## src/rtl/audio_tone_scheduler.sv

```systemverilog
// Fixed-priority, non-preemptive tone arbiter for the I2S speaker path.
// Square-wave samples update only on synchronized lrclk frame ticks.
module audio_tone_scheduler #(
  parameter int NREQ       = 3,
  parameter int PW         = 20,
  parameter int DW         = 16,
  parameter int GAP_FRAMES = 4
) (
  input  logic               clk,
  input  logic               rst_n,
  input  logic               lrclk,
  input  logic [NREQ-1:0]    req,
  input  logic [NREQ*PW-1:0] half_period,
  input  logic [NREQ*16-1:0] volume,
  input  logic [NREQ*DW-1:0] duration,
  input  logic [NREQ*2-1:0]  pan,
  output logic [NREQ-1:0]    gnt,
  output logic [NREQ-1:0]    done,
  output logic               busy,
  output logic [15:0]        lChannel,
  output logic [15:0]        rChannel
);

  localparam int GW = (GAP_FRAMES > 1) ?
                      $clog2(GAP_FRAMES) : 1;

  typedef enum logic [1:0] {
    IDLE,
    PLAY,
    GAP
  } state_t;

  state_t          state;
  logic            lr_s1;
  logic            lr_s2;
  logic            lr_d;
  logic            tick;
  logic [PW-1:0]   act_hp;
  logic [14:0]     act_vol;
  logic [DW-1:0]   act_dur;
  logic [1:0]      act_pan;
  logic [PW-1:0]   phase;
  logic            pol;
  logic [DW-1:0]   frames;
  logic [GW-1:0]   gap_cnt;

  logic [NREQ-1:0] pick;
  logic [PW-1:0]   sel_hp;
  logic [14:0]     sel_vol;
  logic [DW-1:0]   sel_dur;
  logic [1:0]      sel_pan;
  logic [NREQ-1:0] unused_vol_msb;

  logic [15:0]     amp;
  logic [15:0]     tone;
  logic [15:0]     l_next;
  logic [15:0]     r_next;
  logic            end_a;
  logic            end_b;

  // Falling edge of the synchronized lrclk marks a frame boundary.
  always_ff @(posedge clk or negedge rst_n) begin
    if (!rst_n) begin
      lr_s1 <= 1'b0;
      lr_s2 <= 1'b0;
      lr_d  <= 1'b0;
    end else begin
      lr_s1 <= lrclk;
      lr_s2 <= lr_s1;
      lr_d  <= lr_s2;
    end
  end

  assign tick = lr_d & ~lr_s2;

  // Descending scan leaves the lowest set index as winner.
  always_comb begin
    pick    = '0;
    sel_hp  = '0;
    sel_vol = '0;
    sel_dur = '0;
    sel_pan = '0;
    for (int i = NREQ - 1; i >= 0; i--) begin
      if (req[i]) begin
        pick    = '0;
        pick[i] = 1'b1;
        sel_hp  = half_period[i*PW +: PW];
        sel_vol = volume[i*16 +: 15];
        sel_dur = duration[i*DW +: DW];
        sel_pan = pan[i*2 +: 2];
      end
    end
  end

  always_comb begin
    unused_vol_msb = '0;
    for (int i = 0; i < NREQ; i++) begin
      unused_vol_msb[i] = volume[i*16 + 15];
    end
  end

  assign amp  = {1'b0, act_vol};
  assign tone = (state != PLAY) ? 16'h0000 :
                pol ? amp : -amp;

  always_comb begin
    l_next = tone;
    r_next = tone;
    unique case (act_pan)
      2'b00: begin
        l_next = tone;
        r_next = tone;
      end
      2'b01: begin
        l_next = tone;
        r_next = 16'h0000;
      end
      2'b10: begin
        l_next = 16'h0000;
        r_next = tone;
      end
      2'b11: begin
        l_next = tone;
        r_next = -tone;
      end
    endcase
  end

  assign end_a = (act_dur != '0) && tick &&
                 (frames == act_dur - DW'(1));
  assign end_b = ~|(req & gnt);
  assign busy  = (state != IDLE);

  always_ff @(posedge clk or negedge rst_n) begin
    if (!rst_n) begin
      state    <= IDLE;
      gnt      <= '0;
      done     <= '0;
      lChannel <= '0;
      rChannel <= '0;
      act_hp   <= '0;
      act_vol  <= '0;
      act_dur  <= '0;
      act_pan  <= '0;
      phase    <= '0;
      pol      <= 1'b0;
      frames   <= '0;
      gap_cnt  <= '0;
    end else begin
      done <= '0;
      if (tick) begin
        lChannel <= l_next;
        rChannel <= r_next;
      end
      unique case (state)
        IDLE: begin
          if (|req) begin
            gnt     <= pick;
            act_hp  <= sel_hp;
            act_vol <= sel_vol;
            act_dur <= sel_dur;
            act_pan <= sel_pan;
            pol     <= 1'b1;
            phase   <= '0;
            frames  <= '0;
            state   <= PLAY;
          end
        end
        PLAY: begin
          if (act_hp != '0) begin
            if (phase == act_hp - PW'(1)) begin
              phase <= '0;
              pol   <= ~pol;
            end else begin
              phase <= phase + PW'(1);
            end
          end
          if (tick) begin
            frames <= frames + DW'(1);
          end
          if (end_a || end_b) begin
            gnt     <= '0;
            done    <= gnt;
            gap_cnt <= '0;
            if (GAP_FRAMES == 0) begin
              state <= IDLE;
            end else begin
              state <= GAP;
            end
          end
        end
        GAP: begin
          if (tick) begin
            if (gap_cnt == GW'(GAP_FRAMES - 1)) begin
              state <= IDLE;
            end else begin
              gap_cnt <= gap_cnt + GW'(1);
            end
          end
        end
        default: state <= IDLE;
      endcase
    end
  end

endmodule

```

## config.mk

```make
export PLATFORM = sky130hd
export DESIGN_NAME = audio_tone_scheduler
export DESIGN_NICKNAME = d
export VERILOG_FILES = /design/src/rtl/audio_tone_scheduler.sv
export SDC_FILE = /design/constraint.sdc
export NUM_CORES = 1
export LEC_CHECK = 0
export ABC_AREA = 1
export CORE_MARGIN = 3
export CORE_UTILIZATION = 25
export CTS_CLUSTER_DIAMETER = 100
export CTS_CLUSTER_SIZE = 30
export DETAILED_ROUTE_END_ITERATION = 8
export SYNTH_ARGS = -nofsm -noshare
export SYNTH_HDL_FRONTEND = slang
export SYNTH_SLANG_ARGS = --single-unit
```

## constraint.sdc

```tcl
create_clock -name clk -period 2.14 [get_ports clk]
set_clock_uncertainty 0.15 [all_clocks]
set_input_delay 0.321 -clock clk [delete_from_list [all_inputs] [get_ports clk]]
set_output_delay 0.321 -clock clk [all_outputs]
set_load 0.02 [all_outputs]
```

==> impl_metrics.yaml, run 1 <==
setup_path:
  cp.arrival_ns: 2.43
  r2r-start: "act_vol[1]$_DFFE_PN0P_"
  worstSetupPathType: "reg -> reg"
  max_stage_delay_ns: 0.39
  start_kind: "flip-flop"
  cp_common_cell: "nand3_2"
  crit_chain: "inv_2 -> ha_4 -> o211ai_1 -> buf_4 -> nand2_4 -> nor2_4 -> nand3_2 -> nand2_2 -> nand3_4 -> nor2_4 -> nand3_2 -> nand3_2 -> nand2_1"
  rr_worst_depth: 13
  cpMaxStageDelayCell: "dfrtp_1"
  endpoint_kind: "flip-flop"
  reg2reg_slack_ns: -0.13
  critPathMaxFanout: 6
  cp.required_ns: 2.30
  r2r_end: "rChannel[15]$_DFFE_PN0P_"
synthesis:
  synth_top_family_by_area: "simple AND/OR/NAND/NOR gates"
  yosys_warnings: 0
  netlist_area_mm2: 0.00870
  synth-seq-area-share: 0.388
  synth_fp_nets: 1433
  netlist_top_cells_area: "dfrtp_1 39%, nand2_1 15%, a21oi_1 7.8%, o21ai_0 7.7%, inv_1 5.1%"
  yosys-mux-area-fraction: 0
  yosys.area.top_type: "dfrtp_1"
  synth_cell_types: 40
  synth_top_area_frac: 0.388
  synth_compound_gate_area_share: 0.172
  ys_ff_latch: 135
  synth-adder-area-share: 0.0115
  synth_simple_gate_area_frac: 0.290
  synth.avg_cell_area_um2: 6.92
  syn_inst: 1257
  synthXorXnorAreaFrac: 0.0581
clock_tree:
  cts_buffers: 17
  clk_latency_ns: 0.43
  clkSinkCount: 135
  cts_max_level: 4
  clk_pin_slew_ns: 0.07
  cts-root-buf: "clkbuf_16"
  clock_path_buffers: 2
  cts_tree: "done"
layout:
  final_cell_mix: "310 x nand2_1, 199 x clkdlybuf4s50_1, 133 x dfrtp_1"
  syn_to_final_growth_pct: 54.8
  antenna_cells: 0
  mostFrequentLayoutCell: "nand2_1"
  final_util: 0.397
  fin_cells: 2037
  nNetsFinal: 1752
  final_layout_size_suffix_gt1_frac: 0.206
  fill_cells: 3509
power:
  p_leak_nw: 6.00
  peakVddDrop_mv: 0.630
  power_density_mw_per_mm2: 1280
  power_mw: 17.2
route:
  antenna_left: 0
  vias_per_cell: 4.66
  drt_iter0_drc: 487
  drc: 0
  via_count: 9494
  finalWirelength_mm: 30.7
  dr.pass1.iters: 6
  avgRoutedWirePerCell_um: 15.1
global_route:
  antenna_found_initial: 0
  grt_pass1_wl_mm: 47.5
  grt_overflow_total: 0
  grt_usage: 0.163
  grt_max_degree: 56
  first_global_vias: 9109
hold_path:
  hold_start: "lrclk"
  min_path_type: "in -> reg"
  hold_end: "lr_s1$_DFF_PN0_"
  min_path_cells: 1
timing:
  drv_slew: 0
  tightest_slew_ns: 0.706
  finalCriticalPeriod_ns: 2.27
  relSlewSlack: 0.529
  setup_viol: 33
  rsz0062_at_grt: "yes"
  hold_viol_final: 0
  fmax_mhz: 441
  worst_slack_ns: -0.128
  min_period_over_period: 1.06
outcome:
  status: "finished with violations"
  violations: "setup timing"
floorplanning:
  die_height_um: 193
  initial_utilization: 0.256
  die_w_um: 193
  design.core.area_mm2: 0.0340
  dieArea_mm2: 0.0371
  io_pins: 207
  rows: 67
placement:
  dp_hpwl_mm: 23.0
  dpl.cell_count: 1980
  io_buffers: 203
  gp_congestion: 0.892
run:
  cap_violations: 0
kinds of logic after synthesis:
kind of cell               count (synthesis)
DFF                                      135
and+or+nand+nor                          590
xor gates and xnor gates                  56
AOI/OAI and AO/OA                        290
adders and majority gates                  8
buffers and inverters                    178
layout make-up:
| cell class | count | area (um^2) | share of cell area |
|---|---|---|---|
| repair buffers | 352 | 3270 | 0.243 |
| flip-flops and latches | 135 | 3380 | 0.251 |
| clock inverters | 15 | 193 | 0.0143 |
| multi-input cells | 944 | 5160 | 0.383 |
| inverters | 126 | 478 | 0.0355 |
| well taps | 448 | 561 | 0.0416 |
| clock buffers | 17 | 425 | 0.0316 |
synthesized netlist by cell type:
cell type	count
a211oi_1	2
a21oi_1	136
a221oi_1	1
a22o_1	4
a31oi_1	2
and2_1	1
and3_1	2
buf_1	4
buf_2	5
buf_4	1
buf_6	3
clkbuf_1	39
clkinv_1	1
dfrtp_1	135
ha_1	8
inv_1	119
inv_2	6
nand2_1	340
nand2_2	6
nand2b_1	1
nand3_1	88
nand3_2	4
nand3b_1	9
nand4_1	13
nor2_1	92
nor2_2	12
nor2_4	3
nor3_1	16
nor3_2	1
nor4_1	2
o211ai_1	2
o21ai_0	134
o21ai_1	5
o21bai_1	1
o221ai_1	1
o22ai_1	1
o31ai_1	1
xnor2_1	15
xor2_1	40
xor3_1	1
worst max path at each step:
stage,cells past startpoint,from,to,slack [ns]
2_1_floorplan,13,act_vol[0]$_DFFE_PN0P_,rChannel[14]$_DFFE_PN0P_,0.05
3_3_place_gp,11,req[2],act_dur[15]$_DFFE_PN0P_,-0.27
3_5_place_dp,11,req[2],act_dur[15]$_DFFE_PN0P_,-0.28
4_1_cts,15,act_hp[0]$_DFFE_PN0P_,phase[1]$_DFFE_PN0P_,-0.15
5_1_grt,14,act_vol[0]$_DFFE_PN0P_,rChannel[15]$_DFFE_PN0P_,-0.26
6_report,13,act_vol[1]$_DFFE_PN0P_,rChannel[15]$_DFFE_PN0P_,-0.13
sequential cells by signal, indices dropped and copies added (netlist names), 15 cells and up:
name	count
act_dur	16
act_hp	20
act_vol	15
frames	16
lChannel	16
phase	20
rChannel	16
per-layer routing:
| layer | vias up | routed length (um) | GRT usage |
|---|---|---|---|
| met1 | 4508 | 13500 | 0.208 |
| met5 | - | 0 | 0 |
| li1 | 4748 | - | - |
| met2 | 206 | 15500 | 0.285 |
| met4 | 0 | 564 | 0.0381 |
| met3 | 32 | 1080 | 0.0276 |
worst max-delay path: cells and delay by family, from the launching register on:
kind,cells,cell delay (ns)
adder cells (fa/ha/maj),1,0.20
flip-flops,1,0.39
buffers and inverters,2,0.28
AO/OA/AOI/OAI,1,0.25
AND/OR/NAND/NOR,9,0.87
what timing repair did:
item	4_1_cts	5_1_grt
resized for setup	71	97
cloned	1	0
buffers inserted	18	15
endpoints found under the setup margin	38	50
endpoints found under the hold margin	35	0
hold buffers	1	0
pin swaps	27	46
power by group:
part	switching, mW	internal (mW)
sequential	0.767	3.40
clock	1.27	1.87
combinational	5.49	4.40
through the flow:
| step | hold WS, ns | setup TNS (ns) | cell area, um^2 | setup slack, ns |
|---|---|---|---|---|
| after floorplan | -0.125 | 0 | 8700 | 0.0471 |
| after global placement | 0.126 | -9.73 | 12100 | -0.268 |
| after detailed placement | 0.130 | -12.39 | 12100 | -0.282 |
| after CTS | 0.188 | -3.04 | 13100 | -0.150 |
| after global routing | 0.190 | -7.72 | 13500 | -0.262 |
| final | 0.200 | -1.74 | 13500 | -0.128 |
Note: power is estimated with default switching activity, not from simulation.
==> inputs of run 2 (changes only) <==
Settings changed: CORE_MARGIN 3 to unset, SLEW_MARGIN set to 25.
==> impl_metrics.yaml, run 2 (synthesized netlist as in run 1, its figures left out) <==
hold_path:
  min_path_type: "in -> reg"
  min_path_cells: 1
layout:
  final_layout_size_suffix_gt1_frac: 0.207
  antenna_cells: 0
  final_area_mm2: 0.0136
  seq_area_mm2: 0.00338
  syn_to_final_growth_pct: 56.4
  multi_input_area_mm2: 0.00516
  fill_cells: 3422
  top_regs: "act_hp: 20 flops, phase: 20 flops"
  final_cell_mix: "316 x nand2_1, 199 x clkdlybuf4s50_1, 132 x dfrtp_1"
  mostFrequentLayoutCell: "nand2_1"
  nNetsFinal: 1756
floorplanning:
  die_height_um: 189
  dieArea_mm2: 0.0356
  initial_utilization: 0.257
  design.core.area_mm2: 0.0339
  rows: 67
  io_pins: 207
  die_w_um: 189
timing:
  tightest_slew_ns: 0.706
  relSlewSlack: 0.529
  min_period_over_period: 1.06
  fmax_mhz: 441
  fin_setup_tns_ns: -2.47
  hold_viol_final: 0
  rsz0062_at_grt: "yes"
  worst_slack_ns: -0.125
  drv_slew: 0
  finalCriticalPeriod_ns: 2.27
  setup_viol: 32
route:
  dr.pass1.iters: 5
  avgRoutedWirePerCell_um: 14.7
  antenna_left: 0
  drc: 0
  via_count: 9396
  vias_per_cell: 4.60
  finalWirelength_mm: 30.0
  drt_iter0_drc: 563
power:
  power_mw: 17.1
  peakVddDrop_mv: 0.779
  p_leak_nw: 6.06
  power_density_mw_per_mm2: 1260
setup_path:
  start_kind: "flip-flop"
  r2r-start: "act_vol[0]$_DFFE_PN0P_"
  cp.arrival_ns: 2.48
  reg2reg_slack_ns: -0.13
  crit_path_end: "rChannel[10]$_DFFE_PN0P_"
  critPathMaxFanout: 5
  endpoint_kind: "flip-flop"
  cp.required_ns: 2.36
  critPathLaunch: "act_vol[0]$_DFFE_PN0P_"
  rr_worst_depth: 13
  worstSetupPathType: "reg -> reg"
  r2r_end: "rChannel[10]$_DFFE_PN0P_"
clock_tree:
  clk_latency_ns: 0.42
  cts-root-buf: "clkbuf_16"
  cts_buffers: 17
  clock_path_buffers: 2
  clk_pin_slew_ns: 0.06
  clkSinkCount: 135
  cts_max_level: 4
  cts_tree: "done"
placement:
  placed_cell_area_mm2: 0.0121
  io_buffers: 203
  gp_congestion: 0.867
  post-place-ws_ns: -0.224
  dp_hpwl_mm: 22.4
global_route:
  grt_max_degree: 56
  grt_usage: 0.168
  grt_overflow_total: 0
  grt_pass1_wl_mm: 47.7
  first_global_vias: 9188
  antenna_found_initial: 0
outcome:
  violations: "setup timing"
  status: "finished with violations"
run:
  cap_violations: 0
==> run 2: changes by cell type in the layout (fill, tap and decap cells not counted), moves of 6 or more <==
| cell | previous run | this run |
|---|---|---|
| a21oi_1 | 126 | 118 |
| nand3_1 | 68 | 74 |
| a21oi_2 | 10 | 17 |
| nand2_1 | 310 | 316 |
| nand3_2 | 18 | 11 |
| nor2_2 | 20 | 27 |
| nand2_2 | 29 | 23 |
==> run 2: what timing repair did <==
item	4_1_cts	5_1_grt
buffers inserted	16	14
pin swaps	19	48
gates cloned	1	0
hold buffers	1	0
endpoints found under the setup margin	39	47
endpoints found under the hold margin	44	0
gates resized for setup	96	73
==> run 2: final cells by class <==
class / instances / share of cell area
clock buffer: 18 / 0.0323
clock inverter: 14 / 0.0145
inverter: 126 / 0.0351
multi-input combinational: 944 / 0.379
tap: 448 / 0.0412
timing repair buffer: 356 / 0.249
sequential: 135 / 0.249
==> run 2: routing by layer <==
metal / share of wire / vias to the layer above / track usage / wire (um)
li1: - / 4758 / - / -
met1: 0.44 / 4420 / 0.214 / 13100
met2: 0.51 / 191 / 0.294 / 15200
met3: 0.037 / 27 / 0.0257 / 1100
met4: 0.016 / 0 / 0.0453 / 494
met5: 0 / - / 0 / 0
==> run 2: how the worst min path moves through the flow <==
stage	start	end
after CTS	lrclk	lr_s1$_DFF_PN0_
after global placement	rst_n	act_hp[10]$_DFFE_PN0P_
final	lrclk	lr_s1$_DFF_PN0_
after detailed placement	rst_n	act_hp[10]$_DFFE_PN0P_
after global routing	lrclk	lr_s1$_DFF_PN0_
after floorplan	rst_n	act_dur[0]$_DFFE_PN0P_
==> run 2: metrics by stage <==
stage           util  hold slack, ns  instances
6_report       0.402           0.191       2041
5_1_grt        0.402           0.186       2041
4_1_cts        0.391           0.171       2028
3_5_place_dp   0.357           0.148       1979
3_3_place_gp   0.357           0.141       1979
2_1_floorplan      -          -0.125       1257
==> run 2: report_power, final <==
group	internal, mW	switching [mW]	total [mW]
registers	3.40	0.766	4.17
logic	4.38	5.36	9.73
clock network	1.99	1.21	3.21
total	9.77	7.34	17.1
==> run 2: worst max-delay path, stage by stage, from the launching register on <==
cell and delay [ns]:
dfrtp_1 0.40, inv_2 0.08, ha_4 0.19, o211ai_1 0.23, ha_2 0.24, nand2_2 0.05
inv_2 0.05, nand4_1 0.15, nor2_2 0.18, nand2_1 0.08, nand2_2 0.11, xor2_1 0.16
nand2_1 0.08, nand2_1 0.06
